`src/rtl/gaussian_ctrl.sv`:
```
// Frame sequencer for the separable 5x5 Gaussian blur datapath: feeds the
// pixel stream, drains the pipeline with zeros, and tags each result.
module gaussian_ctrl #(
  parameter int WIDTH   = 400,
  parameter int HEIGHT  = 300,
  parameter int LATENCY = 802,
  parameter int CW      = 9
) (
  input  logic          clk,
  input  logic          rst,
  input  logic          start,
  input  logic [7:0]    in_pixel,
  input  logic          in_valid,
  output logic          in_ready,
  output logic [7:0]    dp_din,
  output logic          dp_ce,
  output logic          dp_sclr,
  output logic          out_valid,
  input  logic          out_ready,
  output logic [CW-1:0] out_x,
  output logic [CW-1:0] out_y,
  output logic          out_last,
  output logic          busy,
  output logic          frame_done
);

  localparam int TOTAL = WIDTH * HEIGHT;
  localparam int SW    = $clog2(TOTAL + LATENCY + 1);
  localparam int AW    = $clog2(TOTAL + 1);
  localparam int FW    = $clog2(LATENCY + 1);

  typedef enum logic [2:0] {
    S_IDLE,
    S_CLEAR,
    S_RUN,
    S_FLUSH,
    S_DRAIN,
    S_DONE
  } state_t;

  state_t          state;
  logic [SW-1:0]   step_cnt;
  logic [SW-1:0]   step_next;
  logic [AW-1:0]   acc_cnt;
  logic [FW-1:0]   flush_cnt;
  logic [CW-1:0]   next_x;
  logic [CW-1:0]   next_y;
  logic            stall;

  assign stall      = out_valid & ~out_ready;
  assign step_next  = step_cnt + SW'(1);
  assign dp_sclr    = (state == S_CLEAR);
  assign frame_done = (state == S_DONE);
  assign busy       = (state != S_IDLE);

  // Handshake-dependent controls must react in the same cycle as the stall.
  always_comb begin
    in_ready = 1'b0;
    dp_ce    = 1'b0;
    dp_din   = 8'd0;
    case (state)
      S_RUN: begin
        in_ready = ~stall;
        dp_ce    = in_valid & ~stall;
        dp_din   = in_pixel;
      end
      S_FLUSH: dp_ce = ~stall;
      default: ;
    endcase
  end

  always_ff @(posedge clk or posedge rst) begin
    if (rst) begin
      state     <= S_IDLE;
      step_cnt  <= '0;
      acc_cnt   <= '0;
      flush_cnt <= '0;
      next_x    <= '0;
      next_y    <= '0;
      out_valid <= 1'b0;
      out_x     <= '0;
      out_y     <= '0;
      out_last  <= 1'b0;
    end else begin
      // A step past the pipeline fill publishes the next raster coordinate.
      if (dp_ce) begin
        step_cnt <= step_next;
        if (step_next > SW'(LATENCY)) begin
          out_valid <= 1'b1;
          out_x     <= next_x;
          out_y     <= next_y;
          out_last  <= (next_x == CW'(WIDTH - 1)) && (next_y == CW'(HEIGHT - 1));
          if (next_x == CW'(WIDTH - 1)) begin
            next_x <= '0;
            next_y <= next_y + CW'(1);
          end else begin
            next_x <= next_x + CW'(1);
          end
        end else begin
          out_valid <= 1'b0;
        end
      end else if (out_valid && out_ready) begin
        out_valid <= 1'b0;
      end

      case (state)
        S_IDLE: begin
          step_cnt  <= '0;
          acc_cnt   <= '0;
          flush_cnt <= '0;
          next_x    <= '0;
          next_y    <= '0;
          out_valid <= 1'b0;
          out_x     <= '0;
          out_y     <= '0;
          out_last  <= 1'b0;
          if (start) state <= S_CLEAR;
        end
        S_CLEAR: state <= S_RUN;
        S_RUN: begin
          if (dp_ce) begin
            acc_cnt <= acc_cnt + AW'(1);
            if (acc_cnt == AW'(TOTAL - 1)) state <= S_FLUSH;
          end
        end
        S_FLUSH: begin
          if (dp_ce) begin
            flush_cnt <= flush_cnt + FW'(1);
            if (flush_cnt == FW'(LATENCY - 1)) state <= S_DRAIN;
          end
        end
        S_DRAIN: begin
          if (!out_valid || (out_ready && out_last)) state <= S_DONE;
        end
        S_DONE: state <= S_IDLE;
        default: state <= S_IDLE;
      endcase
    end
  end

endmodule

```
`config.mk`:
```
export PLATFORM = sky130hd
export DESIGN_NAME = gaussian_ctrl
export DESIGN_NICKNAME = d
export VERILOG_FILES = /design/src/rtl/gaussian_ctrl.sv
export SDC_FILE = /design/constraint.sdc
export NUM_CORES = 1
export LEC_CHECK = 0
export CAP_MARGIN = 20
export CORE_MARGIN = 5
export CORE_UTILIZATION = 57
export CTS_CLUSTER_DIAMETER = 200
export DETAILED_ROUTE_END_ITERATION = 6
export MAX_ROUTING_LAYER = met4
export PLACE_DENSITY = 0.8
export SYNTH_ARGS = -nofsm -noshare
export SYNTH_HDL_FRONTEND = slang
export SYNTH_SLANG_ARGS = --single-unit
```
`constraint.sdc`:
```
create_clock -name clk -period 3.55 [get_ports clk]
set_input_delay 0.71 -clock clk [delete_from_list [all_inputs] [get_ports clk]]
set_output_delay 0.71 -clock clk [all_outputs]
set_load 0.05 [all_outputs]
```
==> flow_summary_export.csv, run 1 <==
group,metric,value,unit
worst_hold_path,holdPathEnd,"acc_cnt[0]",
clock_network,cts_hold_buf,0,
critical_path,crit_family,"buffers and inverters",
critical_path,r2r_end,"next_y[8]",
clock_network,cts.htree.levels,3,
clock_network,clock_path_buffers,2,
sta,slew_violations,0,
routing,route.detailed.drc,0,
global_route,antenna_found_initial,0,
critical_path,critPathBufInv,2,
routing,antenna_violating_nets_post_route,0,
critical_path,r2r-start,"step_cnt[0]",
logic_synthesis,ys_seq_area_share,46.6,%
critical_path,worstSetupEndpointType,"primary output",
logic_synthesis,yosysWarnings,0,
finish,layout_common_cells,"dfrtp_1 (85), nand2_1 (79), o21ai_0 (62)",
clock_network,cts_resized,0,
global_route,grt_pass1_vias,3825,
sta,rsz0062_at_grt,"no",
global_route,overflow,0,
logic_synthesis,synth_area_per_cell,8.75,sq um
critical_path,max_stage_delay,0.87,ns
floorplan,fp.dieW,99.5,microns
logic_synthesis,synth_cell_types,55,
worst_hold_path,holdPathStages,1,
floorplan,ios,46,
run,drv_cap,0,
clock_network,clk_pin_slew,0.08,ns
logic_synthesis,async_reset_ff_share,100,%
pwr,ir_drop,404,uV
placed_design,io_buffers,45,
floorplan,rows,32,
placed_design,place.gp.congestion,0.905,
sta,setup_viol,0,
global_route,grt_max_degree,45,
finish,layout.nets,586,
logic_synthesis,yosys.area.top_type,"dfrtp_1",
clock_network,cts_sinks,85,
critical_path,reg2regPathDepth,9,
global_route,grt.total_usage,22.6,%
clock_network,cts_buffers,9,
worst_hold_path,worstHoldStart,"acc_cnt[0]",
finish,antenna_cells,0,
floorplan,core,0.00777,sq mm
logic_synthesis,ys_ff_latch,85,
routing,first_pass_iters,5,
logic_synthesis,synth-main-ff-cell,"dfrtp_1",
logic_synthesis,synth_nets,541,
sta,setup_tns,0,ns
status,status,"completed",
routing,avgRoutedWirePerCell,15.8,microns
pwr,p_per_area,552,mW/mm^2
critical_path,path_class,"reg2out",
clock_network,cts_setup_buffers,0,
critical_path,crit_path_cell_trace,"inv_1 > nor3_1 > clkdlybuf4s50_1",
sta,tightestPinTransition,0.745,ns
logic_synthesis,synthDominantCellAreaShare,46.6,%
routing,drtIter0Drc,246,
sta,clock.fmax,331,MHz
sta,fin_ws,0.531,ns
sta,post-route-period-util,85.0,%
logic_synthesis,synth_edf_count,0,
clock_network,root_buffer,"clkbuf_8",
sta,hold_viol_final,0,
placed_design,dpl.hpwl,7430,microns
finish,areaGrowthSynthToFinish,19.4,%
sta,relSlewSlack,50.2,%
clock_network,clk_latency,0.35,ns
pwr,p_leak,2.38,nW
critical_path,cp.required,2.84,ns
critical_path,crit_path_max_fanout,12,
clock_network,cts_tree,"yes",
logic_synthesis,synth.area.top_cells,"dfrtp_1 (47%), o21ai_0 (6.8%), nand2_1 (6.5%), nor2_1 (4.4%), nand3_1 (3.0%)",
worst_hold_path,hold_class,"reg2reg",
logic_synthesis,syn_inst,521,
floorplan,dieArea,0.00989,sq mm
floorplan,dieHeight,99.5,microns
sta,layout_min_cycle_time,3.02,ns
global_route,grt_pass1_wl,17900,microns
sta,skew,0.0103,ns
routing,wirelength,10600,microns
routing,route.vias.total,4022,
placed_design,pre_cts_ws,0.530,ns
logic_synthesis,synthesis.area,0.00456,sq mm
finish,layout-drive-gt1-share,7.19,%
critical_path,start_kind,"register",
critical_path,r2r_setup_slack,0.56,ns
critical_path,worstPathArrival,2.31,ns
floorplan,start_util,58.7,%
routing,via_per_inst,5.99,
critical_path,crit_path_top_delay_cell,"clkdlybuf4s50_1",
finish,final_common_cell,"dfrtp_1",
==> cell usage after synthesis, drive strengths merged, types with 3 or more instances <==
| cell type | number |
|---|---|
| nand2 | 79 |
| nor4b | 3 |
| ha | 7 |
| a21oi | 17 |
| inv | 19 |
| xor2 | 14 |
| nor2 | 54 |
| and4 | 3 |
| nand2b | 3 |
| buf | 5 |
| dfrtp | 85 |
| mux2i | 8 |
| or3 | 9 |
| nand4 | 20 |
| nor4 | 5 |
| o211ai | 3 |
| o31ai | 3 |
| and2 | 3 |
| o21ai | 62 |
| xnor2 | 7 |
| nor2b | 3 |
| nand3 | 27 |
| a221o | 3 |
| a31oi | 3 |
| clkbuf | 17 |
| nor3 | 14 |
| and3 | 21 |
==> through the flow <==
step	area (sq um)	cells	total power, mW	hold slack, ns	utilization (%)
floorplan	4560	521	1.72	0.471	-
global placement	5160	657	2.03	0.492	66.4
CTS	5440	672	3.02	0.526	70.1
finish	5440	672	3.01	0.526	70.1
global route	5440	672	3.16	0.539	70.1
detailed placement	5160	657	2.06	0.511	66.4
==> routing by layer <==
layer | vias to the layer above | track usage, % | wire [microns]
met1 | 1966 | 28.9 | 4630
li1 | 1935 | - | -
met3 | 13 | 3.58 | 466
met4 | 0 | 6.93 | 125
met5 | - | - | 0
met2 | 108 | 37.1 | 5390
==> kinds of logic after synthesis <==
| group | Yosys count | share of synthesized area (%) |
|---|---|---|
| AND/OR/NAND/NOR | 248 | 27.4 |
| AO/OA/AOI/OAI | 111 | 14.6 |
| flip-flops | 85 | 46.6 |
| buffers and inverters | 41 | 3.62 |
| XOR/XNOR | 21 | 4.03 |
| multiplexers | 8 | 1.76 |
| adder cells (fa/ha/maj) | 7 | 1.92 |
==> area by class of cell <==
type,count,area [sq um]
Sequential cell,85,2130
Clock buffer,9,124
Timing Repair Buffer,56,553
Multi-Input combinational cell,395,2280
Clock inverter,6,159
Inverter,19,72.6
Fill cell,607,2320
Tap cell,102,128
==> worst max path at each step <==
stage                start  slack (ns)  depth (start not counted)           to
2_1_floorplan          rst        0.65                          1   acc_cnt[0]
3_3_place_gp     out_ready        0.57                          7  acc_cnt[14]
3_5_place_dp     out_ready        0.53                          8  acc_cnt[16]
4_1_cts        step_cnt[0]        0.54                          9    next_y[8]
5_1_grt        step_cnt[0]        0.26                          9    next_y[8]
6_report          state[0]        0.53                          3      dp_sclr
==> flip-flops by register name (all words and copies together) (netlist names) <==
signal and cells:
step_cnt 17, out_y 9, out_x 9, out_last 1
state 3, acc_cnt 17, flush_cnt 10, out_valid 1
next_x 9, next_y 9
==> report_power, final <==
| group | switching (mW) | total [mW] | internal (mW) |
|---|---|---|---|
| Sequential | 0.0854 | 1.10 | 1.02 |
| Clock | 0.349 | 0.958 | 0.608 |
| Combinational | 0.658 | 0.949 | 0.291 |
| Total | 1.09 | 3.01 | 1.91 |
No activity file was read; power rests on OpenSTA's default activity.
==> run 2, diff against run 1 <==
--- a/config.mk
+++ b/config.mk
@@ -10,6 +10,7 @@
 export CORE_UTILIZATION = 57
 export CTS_CLUSTER_DIAMETER = 200
 export DETAILED_ROUTE_END_ITERATION = 6
+export HOLD_SLACK_MARGIN = 0.12
 export MAX_ROUTING_LAYER = met4
 export PLACE_DENSITY = 0.8
 export SYNTH_ARGS = -nofsm -noshare
==> results of run 2 <==
No change in the layout: final DEF, timing and power equal those of run 1.
==> run 3, diff against run 2 <==
--- a/config.mk
+++ b/config.mk
@@ -16,3 +16,4 @@
 export SYNTH_ARGS = -nofsm -noshare
 export SYNTH_HDL_FRONTEND = slang
 export SYNTH_SLANG_ARGS = --single-unit
+export TNS_END_PERCENT = 5
==> results of run 3 <==
No change in the layout: final DEF, timing and power equal those of run 1.
